<file path="src/rtl/fetch_pkg.sv">
// Shared types and constants for the IF stage.
// Opcode classes, FSM states and the IF/ID bundle.
package fetch_pkg;

    localparam int PC_BITS = 8;

    typedef enum logic [1:0] {
        RUN  = 2'd0,
        INT  = 2'd1,
        HALT = 2'd2
    } fetch_state_t;

    localparam logic [7:0] HLT_INSTR = 8'h01;

    localparam logic [3:0] OP_LDM  = 4'hC;
    localparam logic [3:0] OP_LDD  = 4'hD;
    localparam logic [3:0] OP_JMPI = 4'hE;

    typedef struct packed {
        logic [7:0]         instr;
        logic [7:0]         imm;
        logic [PC_BITS-1:0] pc_next;
    } if_id_t;

    function automatic logic is_two_byte(input logic [3:0] op);
        return (op == OP_LDM) || (op == OP_LDD) || (op == OP_JMPI);
    endfunction

endpackage

</file>
<file path="src/rtl/ifid_reg.sv">
// IF/ID pipeline register with load, hold and clear.
// Clear squashes valid only; the payload is kept.
module ifid_reg
    import fetch_pkg::*;
(
    input  logic   clk_i,
    input  logic   rst_i,
    input  logic   clear_i,
    input  logic   hold_i,
    input  logic   load_i,
    input  if_id_t data_i,
    output logic   valid_o,
    output if_id_t data_o
);

    logic   valid_q;
    if_id_t data_q;

    // Clear beats hold beats load; idle cycles insert a bubble
    always_ff @(posedge clk_i) begin
        if (rst_i) begin
            valid_q <= 1'b0;
            data_q  <= '0;
        end else if (clear_i) begin
            valid_q <= 1'b0;
        end else if (!hold_i) begin
            valid_q <= load_i;
            if (load_i) begin
                data_q <= data_i;
            end
        end
    end

    assign valid_o = valid_q;
    assign data_o  = data_q;

endmodule

</file>
<file path="src/rtl/fetch_unit.sv">
// IF stage: PC, length decode, stall/branch/HLT/interrupt.
// Feeds the IF/ID register one edge after pc is presented.
module fetch_unit
    import fetch_pkg::*;
#(
    parameter int         PC_W            = PC_BITS,
    parameter logic [7:0] RST_PC_FALLBACK = 8'h00
) (
    input  logic            clk,
    input  logic            rst,
    input  logic            interrupt,
    input  logic            stall,
    input  logic            branch_taken,
    input  logic [PC_W-1:0] branch_target,
    input  logic [7:0]      instr_in,
    input  logic [7:0]      next_byte_in,
    input  logic [PC_W-1:0] vec_in,
    output logic [PC_W-1:0] pc_out,
    output logic            ifid_valid,
    output logic [7:0]      ifid_instr,
    output logic [7:0]      ifid_imm,
    output logic [PC_W-1:0] ifid_pc_next,
    output logic            int_ack,
    output logic [PC_W-1:0] int_ret_pc
);

    fetch_state_t    state_q;
    logic [PC_W-1:0] pc_q;
    logic [PC_W-1:0] ret_q;
    logic            pend_q;
    logic            prev_q;
    logic            ack_q;

    logic            two_byte;
    logic [PC_W-1:0] pc_d;
    logic            int_edge;
    logic            fetch_go;
    logic            take_int;
    logic            ifid_hold;
    logic            ifid_clear;
    if_id_t          ifid_d;
    if_id_t          ifid_q;

    // Length decode, next PC and IF/ID control
    always_comb begin
        two_byte   = is_two_byte(instr_in[7:4]);
        pc_d       = pc_q + (two_byte ? PC_W'(2) : PC_W'(1));
        int_edge   = interrupt & ~prev_q;
        fetch_go   = (state_q == RUN) && !branch_taken
                     && !stall && !pend_q;
        take_int   = pend_q && !branch_taken && !stall
                     && (state_q != INT);
        ifid_hold  = stall && !branch_taken && (state_q != INT);
        ifid_clear = !fetch_go && !ifid_hold;
        ifid_d.instr   = instr_in;
        ifid_d.imm     = two_byte ? next_byte_in : 8'h00;
        ifid_d.pc_next = pc_d;
    end

    // Fetch FSM: PC, interrupt latch and entry bookkeeping
    always_ff @(posedge clk) begin
        if (rst) begin
            state_q <= RUN;
            pc_q    <= vec_in;
            ret_q   <= '0;
            pend_q  <= 1'b0;
            prev_q  <= interrupt;
            ack_q   <= 1'b0;
        end else begin
            prev_q <= interrupt;
            ack_q  <= 1'b0;
            pend_q <= pend_q | int_edge;
            if (branch_taken) begin
                pc_q    <= branch_target;
                state_q <= RUN;
            end else if (take_int) begin
                ret_q   <= pc_q;
                pc_q    <= vec_in;
                ack_q   <= 1'b1;
                pend_q  <= int_edge;
                state_q <= INT;
            end else begin
                unique case (state_q)
                    RUN: begin
                        if (fetch_go) begin
                            pc_q <= pc_d;
                            if (instr_in == HLT_INSTR) begin
                                state_q <= HALT;
                            end
                        end
                    end
                    INT:     state_q <= RUN;
                    HALT:    state_q <= HALT;
                    default: state_q <= RUN;
                endcase
            end
        end
    end

    ifid_reg u_ifid (
        .clk_i   (clk),
        .rst_i   (rst),
        .clear_i (ifid_clear),
        .hold_i  (ifid_hold),
        .load_i  (fetch_go),
        .data_i  (ifid_d),
        .valid_o (ifid_valid),
        .data_o  (ifid_q)
    );

    assign pc_out       = pc_q;
    assign ifid_instr   = ifid_q.instr;
    assign ifid_imm     = ifid_q.imm;
    assign ifid_pc_next = ifid_q.pc_next;
    assign int_ack      = ack_q;
    assign int_ret_pc   = ret_q;

endmodule

</file>
<file path="config.mk">
export PLATFORM = sky130hd
export DESIGN_NAME = fetch_unit
export DESIGN_NICKNAME = d
export VERILOG_FILES = /design/src/rtl/fetch_pkg.sv /design/src/rtl/ifid_reg.sv /design/src/rtl/fetch_unit.sv
export SDC_FILE = /design/constraint.sdc
export NUM_CORES = 1
export LEC_CHECK = 0
export BUFFER_PORTS_ARGS = -buffer_cell sky130_fd_sc_hd__buf_2
export CAP_MARGIN = 20
export CORE_MARGIN = 5
export CORE_UTILIZATION = 30
export DETAILED_ROUTE_END_ITERATION = 10
export PLACE_DENSITY_LB_ADDON = 0.2
export SLEW_MARGIN = 20
export SYNTH_ARGS = -nofsm -noshare
export SYNTH_HDL_FRONTEND = slang
export SYNTH_SLANG_ARGS = --single-unit
</file>
<file path="constraint.sdc">
create_clock -name clk -period 2.5 [get_ports clk]
set_input_delay 0.625 -clock clk [delete_from_list [all_inputs] [get_ports clk]]
set_output_delay 0.625 -clock clk [all_outputs]
set_load 0.03 [all_outputs]
</file>
-- Word-level counts from Yosys, hierarchy flattened
Cells that the tools add are included.
- add/subtract/negate cells: 1
- eq/ne operators: 10
- muxes and demuxes: 14
- bitwise logic cells: 6
- reduce and logical (&&, ||, !) cells: 27
- operator list (kind ; count):
    $mux 8 ; 6
    $eq 4x4->1 const B ; 3
    $logic_and 1x1->1 ; 9
    $add 8x2->8 ; 1
    $eq 8x1->1 const B ; 1
    $reduce_and 2->1 ; 4
    $reduce_bool 4->1 ; 2
    $mux 2 ; 3
    $ne 2x1->1 const B ; 3
    $ne 3x2->1 const B ; 2
    $logic_not 1->1 ; 5
    $mux 1 ; 4
    $not 1->1 ; 4
    $pmux 2 s2 ; 1
    $reduce_or 2->1 ; 2
    $reduce_and 3->1 ; 1
    $reduce_or 3->1 ; 1
    $eq 2x2->1 const B ; 1
    $logic_not 2->1 ; 1
    $logic_or 1x1->1 ; 2
    $and 1x1->1 ; 1
    $or 1x1->1 ; 1
- register bits: 46
- input port bits: 37
- output and inout port bits: 42
- word-level logic and storage cells: 69

-- Depth between registers and ports, before layout
- word-level depth: 10
- depth in mapped cells: 8
- depth with buffers taken out: 8

-- By module
Synthesis repeated with hierarchy kept, for this count alone.
- cell total of the unflattened synthesis: 229
- area total of the unflattened synthesis: 2298.5 sq um
- modules (own cells, without submodules) (module ; times used ; cells each ; area each (sq um) ; sequential area each (sq um)):
    fetch_unit ; 1 ; 121 ; 1158.6 ; 500.5
    ifid_reg ; 1 ; 108 ; 1139.8 ; 500.5

-- Worst setup path before layout
Ideal clock, no wire load.
- path type: input to register
- start: in instr_in[7]
- end: reg pc_q[4], in the netlist pc_out[4], data pin
- setup time: 271 ps
- arrival: 2056 ps
- required time: 2229 ps
- setup slack: 172 ps
- cell stages on the path: 8
- path buffers: 0
- cell sequence: nand2_1 > a21oi_1 > inv_1 > ha_1 > fa_1 > nand3_1 > xor2_1 > o21ai_0
- longest elaborated chain between the ends: 10
- elaborated cells between the ends (all ways): 12
- those cells by class: add/sub (1); eq/ne (3); mux (6); reduce/logical (2)
- RTL lines (item ; RTL line ; RTL):
    start: declaration ; fetch_unit.sv:15 ; input logic [7:0] instr_in,
    $eq 4x4->1 ; fetch_pkg.sv:26 ; return (op == OP_LDM) || (op == OP_LDD) || (op == OP_JMPI);
    $logic_or 1x1->1 ; fetch_pkg.sv:26 ;
    $logic_or 1x1->1 * ; fetch_pkg.sv:26 ;
    $mux 2 * ; fetch_unit.sv:47 ; pc_d = pc_q + (two_byte ? PC_W'(2) : PC_W'(1));
    $add 8x2->8 * ; fetch_unit.sv:47 ;
    $mux 8 * ; fetch_unit.sv:85 ; if (fetch_go) begin
    $mux 8 * ; fetch_unit.sv:83 ; unique case (state_q)
    $mux 8 * ; fetch_unit.sv:76 ; end else if (take_int) begin
    $mux 8 * ; fetch_unit.sv:73 ; if (branch_taken) begin
    $mux 8 * ; fetch_unit.sv:62 ; if (rst) begin
    end signal: assignment ; fetch_unit.sv:64 ; pc_q <= vec_in;
    end signal: assignment ; fetch_unit.sv:74 ; pc_q <= branch_target;
    end signal: assignment ; fetch_unit.sv:78 ; pc_q <= vec_in;
    end: declaration ; fetch_unit.sv:28 ; logic [PC_W-1:0] pc_q;
Mark *: on every way between the ends. The rest lies on a longest branch, timed or not. The select of a mux whose other input is x is not followed.
A chain may end at the register's enable or synchronous reset.

-- Final worst setup path
- start: in instr_in[5]
- end: reg pc_q[6], in the netlist pc_out[6], data pin
The elaborated chain is that of the path after synthesis.

==> summary.txt <==
Cells and area
  – Layout Nets: 331
  – Non-Filler Instances: 369
  – Layout Area Growth over Synthesis: 29.3%
  – Sequential Area: 0.00100 mm2
  – Area of the multi-input gates: 906 um2
  – Number of inserted diodes: 0
  – Share of cells above drive strength 1: 0.353
  – Most common cell after layout, fill and taps aside: buf_2
  – Fillers: about 670
  – Commonest non-fill, non-tap cells in the layout: 78 x buf_2, 38 x dfxtp_1, 35 x nand2_1

Worst setup path
  – Crit path max fanout: 4
  – CP arrival: about 2.1 ns
  – Biggest cell delay along the critical path: roughly 0.42 ns
  – Most used cell, CP: a21oi_1
  – Slowest CP cell: fa_1
  – Worst-case reg-to-reg path depth: 4
  – Crit-path cells: buf_2 -> a21oi_1 -> inv_1 -> ha_1 -> fa_1 -> nand2_1 -> xor2_1 -> a21oi_1
  – Critical path type: in -> reg
  – CP Capture Type: flip-flop
  – Worst setup SP type: input pin
  – Required time of the critical path: 2.53 ns

CTS
  – Max Buffers Root-to-Sink: 2
  – CTS tree: done
  – Post-CTS Setup Repair Bufs: 0
  – Clock transition at the registers of the reported paths: 0.09 ns
  – Clock root buffer: clkbuf_8
  – Inserted Clock Buffers: 5
  – CTS Sinks: 46
  – Post-CTS Hold Buffers: 0
  – Clock H-tree levels: 2
  – Quantity of gates resized following cts: 0
  – Clk_lat worst skew: about 0.30 ns

Timing
  – Max-Slew Margin vs Limit: 0.577
  – Final Critical Period: 2.08 ns
  – Final Cycle Share: 0.832
  – Final hold viol count: 0
  – RSZ-0062 raised after global routing: no
  – Worst slew pin tran: 0.633 ns
  – Final Skew: approximately 0.012 ns
  – Finish-stage setup viols: 0
  – Total negative slack: 0 ns
  – Fmax: roughly 480 MHz
  – Max Slew Vio Count: 0

Routing
  – DRC errors left: 0
  – Final WL: 5.49 mm
  – Initial DRC count: between 100 and 150
  – WL/cell: 14.9 um
  – DR vias: roughly 1,800
  – Post-route ant nets: 0
  – Via/cell ratio: a little under 5
  – Total iterations of the first detailed-routing run: 4

Logic synthesis
  – Post-synth net total: 250
  – Synthesized area per cell: about 9.4 um2
  – YS warnings: 0
  – Number of synthesized register bits: 46
  – Netlist Area Pre-Place: 0.00198 mm2
  – Sequential fraction of the synthesis area: 0.504
  – Yosys cell types: 35
  – Cells after Synth: 210

GRT
  – Largest net degree at the start of global routing: 26
  – Vias in the first global route: ~1,800
  – Busiest grt layer: met2
  – Met1 usage: 0.167
  – Total gr overflow: 0
  – First-pass GRT wire length: just under 9 mm
  – Met2 global-route usage: 0.212
  – Met3 GRT Util: 0.0537
  – Initial antenna violation count: 0
  – GRT Util Overall: 0.132

Hold path
  – Hold Crit Class: in -> reg
  – Hold depth: 1

Floorplan
  – I/O pin cnt: 79
  – Die width: 91.3 um
  – Row cnt: 29
  – Die ar.: 0.00834 mm2
  – Core ar.: 0.00639 mm2
  – Starting density of the core: 0.311
  – Die Y: 91.3 um

Placement
  – PortBufs: 78
  – Dpl cells: roughly 360
  – RD Place Congestion: 0.765
  – Detail Placement HPWL: 4.14 mm

Run status
  – Status: completed

Power and ir drop
  – Worst VDD drop: roughly 0.27 mV
  – Pwr/cell area: 650 mW/mm2
  – LEAKAGE: 1.16 nW

Run
  – Max-Cap Viols: 0
-- cell families (layout without fill, tap and decap cells) --
logic type                 after synthesis  count (layout)  share of synthesized area
adders and majority gates                3               3                     0.0227
and+or+nand+nor                         82              82                      0.192
buffers and inverters                   14              96                     0.0391
muxes                                    8               8                     0.0404
xor gates and xnor gates                 6               6                     0.0265
AOI/OAI and AO/OA                       51              51                      0.175
DFF                                     46              46                      0.504
-- cells in the mapped netlist --
library cell   n  area share
buf_4          2      0.0076
nor4b_1        1      0.0044
o21ai_0        4       0.010
a221oi_4       1       0.013
a31oi_1        3      0.0095
ha_1           2       0.013
buf_2          2      0.0050
o22ai_1        3      0.0095
a22oi_1        6       0.023
nor3_2         1      0.0050
nand4_1        1      0.0032
nand2_1       35       0.066
nor2b_1        4       0.013
a222oi_1       1      0.0050
nor3_1         2      0.0050
and2_1         1      0.0032
nor4_1         1      0.0032
o221ai_1       1      0.0044
buf_6          2       0.011
inv_1          2      0.0038
fa_1           1       0.010
nor4_2         1      0.0063
edfxtp_1       8        0.12
nand3_1       12       0.030
and4_1         1      0.0044
nor2_1        18       0.034
nand2b_1       3      0.0095
dfxtp_1       38        0.38
mux2i_1        8       0.040
a21o_1         1      0.0038
xor2_1         6       0.026
and2b_2        1      0.0044
clkbuf_1       6       0.011
a211oi_2       5       0.032
a21oi_1       26       0.066
-- state kept, by name, summed over array words and instances, names as in the netlist --
signal	count
int_ret_pc	8
u_ifid.valid_o	1
int_ack	1
u_ifid.data_o	24
state_q	2
prev_q	1
pend_q	1
pc_out	8
-- report_power, final --
part	leakage, nW	switching [W]	internal, W
Clock	0.0544	0.000257	0.000254
Sequential	0.391	0.0000374	0.000799
Combinational	0.711	0.000207	0.000115
Total	1.16	0.000501	0.00117
-- final timing paths --
kind                                  from                            end  slack, ns
max                            instr_in[5]            pc_out[6]$_DFFE_PP_       0.42
min                              interrupt                 prev_q$_DFF_P_       0.43
max reg2reg        state_q[1]$_SDFFE_PP0P_            pc_out[7]$_DFFE_PP_       0.61
min reg2reg  u_ifid.data_o[0]$_SDFFE_PP0P_  u_ifid.data_o[0]$_SDFFE_PP0P_       0.45
-- worst max-delay path: cells and delay by family --
family                     cells  cell delay, ns
xor gates and xnor gates       1            0.23
and+or+nand+nor                1            0.10
adders and majority gates      2            0.63
AOI/OAI and AO/OA              2            0.32
buffers and inverters          2            0.21
-- area by class of cell --
type	count	share of cell area
timing repair buffer	86	0.176
inverter	2	0.00293
clock buffer	7	0.0375
clock inverter	1	0.00341
tap	77	0.0375
sequential	46	0.390
multi-input combinational	150	0.353
-- per-layer routing --
layer,share of wire,routed length [um],vias up
met1,0.45,2450,808
li1,-,-,909
met3,0.080,440,4
met5,0,0,-
met4,0.0082,45,0
met2,0.47,2550,54
-- stage by stage --
step	total power (W)	setup slack [ns]	utilization	hold WS (ns)	cell area [um2]
final	0.00167	0.420	0.402	0.432	2570
after floorplan	0.00106	0.172	-	0.443	1980
after CTS	0.00169	0.419	0.402	0.425	2570
after global placement	0.00118	0.112	0.385	0.436	2460
after detailed placement	0.00118	0.106	0.385	0.443	2460
after global routing	0.00176	0.279	0.402	0.419	2570
No activity file was read; power rests on OpenSTA's default activity.
